### src/rtl/ps2_pkg.sv
// Shared constants, FSM state type and frame builder for the PS/2 digit transmitter.
package ps2_pkg;

  localparam int unsigned FRAME_BITS = 11;

  localparam logic [7:0] SC_DIG0 = 8'h45;
  localparam logic [7:0] SC_DIG1 = 8'h16;
  localparam logic [7:0] SC_DIG2 = 8'h1E;
  localparam logic [7:0] SC_DIG3 = 8'h26;
  localparam logic [7:0] SC_DIG4 = 8'h25;
  localparam logic [7:0] SC_DIG5 = 8'h2E;
  localparam logic [7:0] SC_DIG6 = 8'h36;
  localparam logic [7:0] SC_DIG7 = 8'h3D;
  localparam logic [7:0] SC_DIG8 = 8'h3E;
  localparam logic [7:0] SC_DIG9 = 8'h46;

  localparam logic [7:0] BREAK_PREFIX = 8'hF0;

  typedef enum logic [1:0] {
    IDLE   = 2'd0,
    BIT_HI = 2'd1,
    BIT_LO = 2'd2,
    GAP    = 2'd3
  } state_t;

  // Frame in transmit order from bit 0: start, data LSB first, odd parity, stop.
  function automatic logic [FRAME_BITS-1:0] make_frame(input logic [7:0] code);
    return {1'b1, ~^code, code, 1'b0};
  endfunction

endpackage

### src/rtl/dec2ps2_tx_dec2key.sv
// Combinational decimal digit to Set-2 make-code lookup with a legal flag.
module dec2key
  import ps2_pkg::*;
(
  input  logic [7:0] dec,
  output logic [7:0] code,
  output logic       legal
);

  // Digit lookup; anything above 9 is flagged illegal.
  always_comb begin
    code  = 8'h00;
    legal = 1'b1;
    case (dec)
      8'd0:    code = SC_DIG0;
      8'd1:    code = SC_DIG1;
      8'd2:    code = SC_DIG2;
      8'd3:    code = SC_DIG3;
      8'd4:    code = SC_DIG4;
      8'd5:    code = SC_DIG5;
      8'd6:    code = SC_DIG6;
      8'd7:    code = SC_DIG7;
      8'd8:    code = SC_DIG8;
      8'd9:    code = SC_DIG9;
      default: legal = 1'b0;
    endcase
  end

endmodule

### src/rtl/dec2ps2_tx.sv
// PS/2 keyboard-side transmitter: sends the Set-2 keystroke for a decimal digit.
// Define PS2_BREAK_EN to append the break sequence (F0 prefix plus code).
module dec2ps2_tx
  import ps2_pkg::*;
#(
  parameter int unsigned CLK_DIV = 2500,
  parameter int unsigned GAP_DIV = 5000
) (
  input  logic       clk,
  input  logic       rst,
  input  logic [7:0] dec,
  input  logic       valid,
  output logic       ready,
  output logic       busy,
  output logic       done,
  output logic       err,
  output logic       ps2_clk,
  output logic       ps2_data
);

  localparam int unsigned CNT_W = 16;
  localparam int unsigned IDX_W = 4;
  localparam logic [CNT_W-1:0] HALF_LAST = CNT_W'(CLK_DIV - 1);
  localparam logic [IDX_W-1:0] BIT_LAST  = IDX_W'(FRAME_BITS - 1);
`ifdef PS2_BREAK_EN
  localparam int unsigned FRM_W = 2;
  localparam logic [CNT_W-1:0] GAP_LAST   = CNT_W'(GAP_DIV - 1);
  localparam logic [FRM_W-1:0] FRAME_LAST = FRM_W'(2);
`endif

  state_t                  state_q, state_n;
  logic [CNT_W-1:0]        cnt_q, cnt_n;
  logic [IDX_W-1:0]        idx_q, idx_n;
  logic [FRAME_BITS-1:0]   sh_q, sh_n;
`ifdef PS2_BREAK_EN
  logic [FRM_W-1:0]        frm_q, frm_n;
  logic [7:0]              code_q, code_n;
`endif
  logic                    clk_n, data_n, ready_n, busy_n, done_n, err_n;
  logic [7:0]              key_code;
  logic                    key_legal;

  dec2key u_dec2key (
    .dec   (dec),
    .code  (key_code),
    .legal (key_legal)
  );

  // State, counters, shift register and registered line/status outputs.
  always_ff @(posedge clk or posedge rst) begin
    if (rst) begin
      state_q  <= IDLE;
      cnt_q    <= '0;
      idx_q    <= '0;
      sh_q     <= '1;
`ifdef PS2_BREAK_EN
      frm_q    <= '0;
      code_q   <= '0;
`endif
      ps2_clk  <= 1'b1;
      ps2_data <= 1'b1;
      ready    <= 1'b1;
      busy     <= 1'b0;
      done     <= 1'b0;
      err      <= 1'b0;
    end else begin
      state_q  <= state_n;
      cnt_q    <= cnt_n;
      idx_q    <= idx_n;
      sh_q     <= sh_n;
`ifdef PS2_BREAK_EN
      frm_q    <= frm_n;
      code_q   <= code_n;
`endif
      ps2_clk  <= clk_n;
      ps2_data <= data_n;
      ready    <= ready_n;
      busy     <= busy_n;
      done     <= done_n;
      err      <= err_n;
    end
  end

  // Next-state sequencing; line levels follow from the next state and frame bit.
  always_comb begin
    state_n = state_q;
    cnt_n   = cnt_q;
    idx_n   = idx_q;
    sh_n    = sh_q;
`ifdef PS2_BREAK_EN
    frm_n   = frm_q;
    code_n  = code_q;
`endif
    done_n  = 1'b0;
    err_n   = 1'b0;

    case (state_q)
      IDLE: begin
        if (valid) begin
          if (key_legal) begin
            sh_n    = make_frame(key_code);
            cnt_n   = '0;
            idx_n   = '0;
`ifdef PS2_BREAK_EN
            frm_n   = '0;
            code_n  = key_code;
`endif
            state_n = BIT_HI;
          end else begin
            err_n = 1'b1;
          end
        end
      end
      BIT_HI: begin
        if (cnt_q == HALF_LAST) begin
          cnt_n   = '0;
          state_n = BIT_LO;
        end else begin
          cnt_n = cnt_q + CNT_W'(1);
        end
      end
      BIT_LO: begin
        if (cnt_q == HALF_LAST) begin
          cnt_n = '0;
          if (idx_q != BIT_LAST) begin
            idx_n   = idx_q + IDX_W'(1);
            sh_n    = {1'b1, sh_q[FRAME_BITS-1:1]};
            state_n = BIT_HI;
          end else begin
            state_n = IDLE;
            done_n  = 1'b1;
`ifdef PS2_BREAK_EN
            if (frm_q != FRAME_LAST) begin
              frm_n   = frm_q + FRM_W'(1);
              state_n = GAP;
              done_n  = 1'b0;
            end
`endif
          end
        end else begin
          cnt_n = cnt_q + CNT_W'(1);
        end
      end
`ifdef PS2_BREAK_EN
      GAP: begin
        if (cnt_q == GAP_LAST) begin
          cnt_n   = '0;
          idx_n   = '0;
          sh_n    = make_frame((frm_q == FRM_W'(1)) ? BREAK_PREFIX : code_q);
          state_n = BIT_HI;
        end else begin
          cnt_n = cnt_q + CNT_W'(1);
        end
      end
`endif
      default: state_n = IDLE;
    endcase

    clk_n   = (state_n != BIT_LO);
    data_n  = (state_n == BIT_HI || state_n == BIT_LO) ? sh_n[0] : 1'b1;
    ready_n = (state_n == IDLE);
    busy_n  = (state_n != IDLE);
  end

endmodule

### config.mk
export PLATFORM = sky130hd
export DESIGN_NAME = dec2ps2_tx
export DESIGN_NICKNAME = d
export VERILOG_FILES = /design/src/rtl/ps2_pkg.sv /design/src/rtl/dec2ps2_tx_dec2key.sv /design/src/rtl/dec2ps2_tx.sv
export SDC_FILE = /design/constraint.sdc
export NUM_CORES = 1
export LEC_CHECK = 0
export BUFFER_PORTS_ARGS = -buffer_cell sky130_fd_sc_hd__buf_2
export CORE_UTILIZATION = 50
export CTS_CLUSTER_DIAMETER = 30
export DETAILED_ROUTE_END_ITERATION = 16
export PLACE_DENSITY_LB_ADDON = 0.3
export SLEW_MARGIN = 15
export SYNTH_ARGS = -nofsm -noshare
export SYNTH_HDL_FRONTEND = slang
export SYNTH_SLANG_ARGS = --single-unit
### constraint.sdc
create_clock -name clk -period 2.6 [get_ports clk]
set_input_delay 0.26 -clock clk [delete_from_list [all_inputs] [get_ports clk]]
set_output_delay 0.26 -clock clk [all_outputs]
set_load 0.1 [all_outputs]
; Word level (Yosys, flattened, before mapping)
; Cells that the tools add are included.
; Widths: inputs -> output; s select.
[classes]
addsub = 2
eq_ne = 20
reduce_logical = 12
muxes = 29
[ops]
columns = op, n
row1 = $pmux 7 s10, 1
row2 = $mux 16, 3
row3 = $mux 11, 4
row4 = $eq 8x3->1 const B, 4
row5 = $pmux 16 s2, 1
row6 = $pmux 11 s2, 1
row7 = $add 16x1->16 const B, 1
row8 = $eq 16x12->1 const B, 1
row9 = $eq 8x2->1 const B, 2
row10 = $eq 8x4->1 const B, 2
row11 = $mux 4, 4
row12 = $ne 2x2->1 const B, 5
row13 = $reduce_or 10->1, 1
row14 = $mux 1, 9
row15 = $eq 8x1->1 const B, 1
row16 = $logic_not 8->1, 1
row17 = $mux 2, 4
row18 = $pmux 4 s2, 1
row19 = $reduce_xnor 8->1, 1
row20 = $pmux 2 s3, 1
row21 = $reduce_bool 2->1, 3
row22 = $reduce_and 5->1, 1
row23 = $add 4x1->4 const B, 1
row24 = $eq 2x1->1 const B, 2
row25 = 6 further kinds, 8
[totals]
out_inout_bits = 6
in_bits = 11
reg_bits = 39

; Depth between registers and ports, before layout
[depth]
ltp_word = 9
ltp_mapped = 11
mapped_depth_nobuf = 9

; By module
; From an unflattened synthesis, not the netlist that was laid out.
[hier_totals]
cells_unflattened = 232
area_unflattened_um2 = 2233.4
[modules_own_cells]
columns = mod, n_inst, area_per_inst_um2, cells_per_inst, seq_area_each_um2
row1 = dec2ps2_tx, 1, 2028.2, 202, 993.5
row2 = dec2key, 1, 205.2, 30, 0.0

; Least setup slack after synthesis
; No wires, ideal clock.
[synth_path]
path_type = register -> register
startpoint = register state_q[0]
endpoint = register ps2_data
setup_ps = 95
t_arrival_ps = 2128
path_slack_ps = 377
path_stages_with_launch = 11
cell_sequence = dfrtp_1 inv_1 ha_1 buf_2 inv_1 o211ai_2 buf_2 nor2_1 a2111o_1 ha_1 o221ai_1
[synth_via]
elab_chain_cells = 6
elab_cells_between_ends = 13
classes_between = eq/ne (4) / mux (7) / reduce/logical (2)
[synth_lines]
columns = item, line_no
row1 = start: declaration, dec2ps2_tx.sv:31  ; state_t state_q, state_n;
row2 = start signal: assignment, dec2ps2_tx.sv:67  ; state_q <= state_n;
row3 = $mux 2, dec2ps2_tx.sv:100  ; if (key_legal) begin
row4 = $mux 2, dec2ps2_tx.sv:99  ; if (valid) begin
row5 = $pmux 2 s3, dec2ps2_tx.sv:97  ; case (state_q)
row6 = $eq 2x1->1 / $eq 2x2->1 (equally long branches), dec2ps2_tx.sv:160  ; data_n = (state_n == BIT_HI || state_n == BIT_LO) ? sh_n[0] : 1'b1;
row7 = $logic_or 1x1->1, dec2ps2_tx.sv:160
row8 = $mux 1 (*), dec2ps2_tx.sv:160
row9 = via data_n, dec2ps2_tx.sv:39  ; logic clk_n, data_n, ready_n, busy_n, done_n, err_n;
row10 = end signal: assignment, dec2ps2_tx.sv:76  ; ps2_data <= data_n;
row11 = end: declaration, dec2ps2_tx.sv:18  ; output logic ps2_data
; Mark *: on every way through the listed nets, which the timed path passes. The rest lies on a longest branch.
; A chain may end at the register's enable or synchronous reset.

; Worst setup path after layout
[layout_path]
startpoint = register state_q[1]
endpoint = register ps2_data
; The elaborated chain is that of the path after synthesis.

==> flow_summary.toml <==
[status]
status = "finished clean"

[global_routing]
grt_pass1_wl_um = 8290
grt_use_total = 0.211
gr-total-overflow = 0
grt_pass1_vias = 1791
antenna_found_initial = 0
grt_max_degree = 26

[logic_synthesis]
yosys.area.top_type_share = 0.263
ys_ff_latch = 39
synth_ff_type = "dfrtp_1"
synth_largest_area_cell = "dfrtp_1"
synth-seq-area-share = 0.418
synth_edf_count = 0
syn-cell-area_sq_mm = 0.00238
synth.net_count = 277
yosysUniqueCellTypes = 55
syn-instance-count = 257
yosysWarnings = 0
yosys-top-cells-count = "inv_1, o21ai_0, dfrtp_1"
netlist_top_cells_area = "dfrtp_1, dfstp_2, o21ai_0, ha_1, inv_1"
avgSynthCellArea_sq_um = 9.25
synthArstFlopShare = 1.00

[timing]
fin_worst_skew_ps = 9.17
rsz0062_at_grt = "false"
max_freq_mhz = 448
min_period_ps = 2230
finalCritPeriodShare = 0.859
finalSetupTns_ps = 0
holdWs_ps = 277
setup_viol = 0
worst_pin_slew_ps = 531
slew_headroom = 0.643
report.final.slew_viol_count = 0
finalHoldViolations = 0

[critical_path]
cpMaxStageDelayCell = "a2111o_1"
crit_fanout = 9
cp.arrival_ps = 2430
worst-endpoint-required_ps = 2800
critPathKind = "reg -> reg"
crit_path_start_kind = "flop"
cp-end-kind = "flop"
reg2reg_slack_ps = 370
slowest_delay_ps = 440
crit_chain = "inv_1 -> ha_1 -> inv_1 -> o211ai_2 -> nor2_1 -> a2111o_1 -> ha_1 -> o221ai_1"

[layout]
n_antenna_cell = 0
stdcell_area_sq_mm = 0.00263
fillCellCount = 372
nNetsFinal = 294
regArea_sq_um = 993
multi_input_area_sq_mm = 0.00121
area_growth_pct = 10.7
drive_above_1_share = 0.225

[floorplan]
coreArea_sq_mm = 0.00447
io_pins = 17
fp.dieW_um = 70.9
die_h_um = 70.9
start_util = 0.531
rows = 24
dieArea_sq_mm = 0.00503

[detailed_routing]
vias_per_cell = 5.86
drc = 0
drt_iter0_drc = 169
vias = 1915
wirelength_um = 4820
wl_per_cell_um = 14.7
firstDrtPassIters = 4
ant_nets = 0

[power_and_ir_drop]
clkPwrFrac = 0.330
irDropWorstVdd_v = 0.000391
p_int_mw = 1.25
combPwrFrac = 0.170
switchingPower_mw = 0.486
cellLeakagePower_nw = 1.10
power_density_mw_per_mm2 = 659
seqPwrFrac = 0.500
switching_share = 0.280

[clock_network]
cts_tree = "yes"
numClockSinks = 39
ctsResizeCount = 0
holdBufCountCts = 1
ctsHtreeMaxLevel = 2
numCtsBuffers = 5
clk_latency_ps = 300
cts_setup_buffers = 0
clk_pin_slew_ps = 80
clockBufferDepth = 2
cts_root_buffer = "clkbuf_8"

[worst_hold_path]
min_path_type = "in -> reg"

[placed_design]
port-buffer-count = 16
dpl_cell_area_sq_mm = 0.00249
gp_congestion = 0.819
dp_hpwl_um = 3540

[job]
maxCapViolations = 0
## critical path: cells and delay by family (launching register included)
kind | cells | cell delay (ps)
simple gates | 1 | 70
compound gates | 3 | 780
buf+inv | 2 | 240
fa+ha+maj | 2 | 630
flops | 1 | 420
## power groups by stage
stage	combinational, mW	sequential, mW	clock [mW]
2_1_floorplan	0.217	0.879	0
3_3_place_gp	0.288	0.879	0
3_5_place_dp	0.296	0.879	0
4_1_cts	0.300	0.868	0.585
5_1_grt	0.336	0.887	0.609
6_report	0.294	0.868	0.572
## routing by layer
layer  global-route usage  share of wire
met3               0.0484          0.040
met5                    0              0
met1                0.286           0.48
met4               0.0733          0.015
met2                0.334           0.46
## layout make-up
class	count	share of cell area
Clock buffer	6	0.0357
Clock inverter	2	0.0138
Inverter	28	0.0399
Multi-Input combinational cell	178	0.460
Sequential cell	39	0.378
Tap cell	52	0.0247
Timing Repair Buffer	22	0.0485
## registers in the layout, summed over array words and instances, names as in the netlist
register	count
idx_q	4
sh_q	11
done	1
state_q	2
ps2_clk	1
busy	1
ready	1
cnt_q	16
err	1
ps2_data	1
## kinds of logic (layout without fill, tap and decap cells)
family / after synthesis / count (layout) / synth area share
compound gates: 75 / 75 / 0.207
xor+xnor: 3 / 3 / 0.0111
fa+ha+maj: 9 / 9 / 0.0474
buf+inv: 40 / 58 / 0.0727
flops: 39 / 39 / 0.418
mux: 2 / 2 / 0.00843
simple gates: 89 / 89 / 0.235
## cell usage in the layout, fill, tap and decap left out, drive strengths merged, types with 3 or more instances in the layout
cell	instances
nand2b	3
buf	21
nand4	5
inv	29
nand3	10
nand2	17
dfstp	14
nor4	7
ha	9
o21ai	28
or3	7
nor2	11
dfrtp	25
or2	4
o22ai	3
nor3	10
a21oi	19
a2bb2oi	7
clkbuf	6
## path summary, 6_finish.rpt
kind	from	end	depth (start not counted)
worst max register to register	state_q[1]	ps2_data	8
max in group asynchronous	rst	ready	4
worst min register to register	sh_q[9]	sh_q[8]	2
worst max-delay path	state_q[1]	ps2_data	8
worst min-delay path	valid	err	3
min in group asynchronous	rst	idx_q[0]	3
## through the flow
| stage | worst slack [ps] | util | power (mW) | std cells |
|---|---|---|---|---|
| finish | 366 | 0.588 | 1.73 | 327 |
| global route | 209 | 0.588 | 1.83 | 327 |
| CTS | 366 | 0.588 | 1.75 | 327 |
| detailed placement | 389 | 0.557 | 1.18 | 318 |
| global placement | 473 | 0.557 | 1.17 | 318 |
| floorplan | 377 | - | 1.10 | 257 |
No activity file was read; power rests on OpenSTA's default activity.
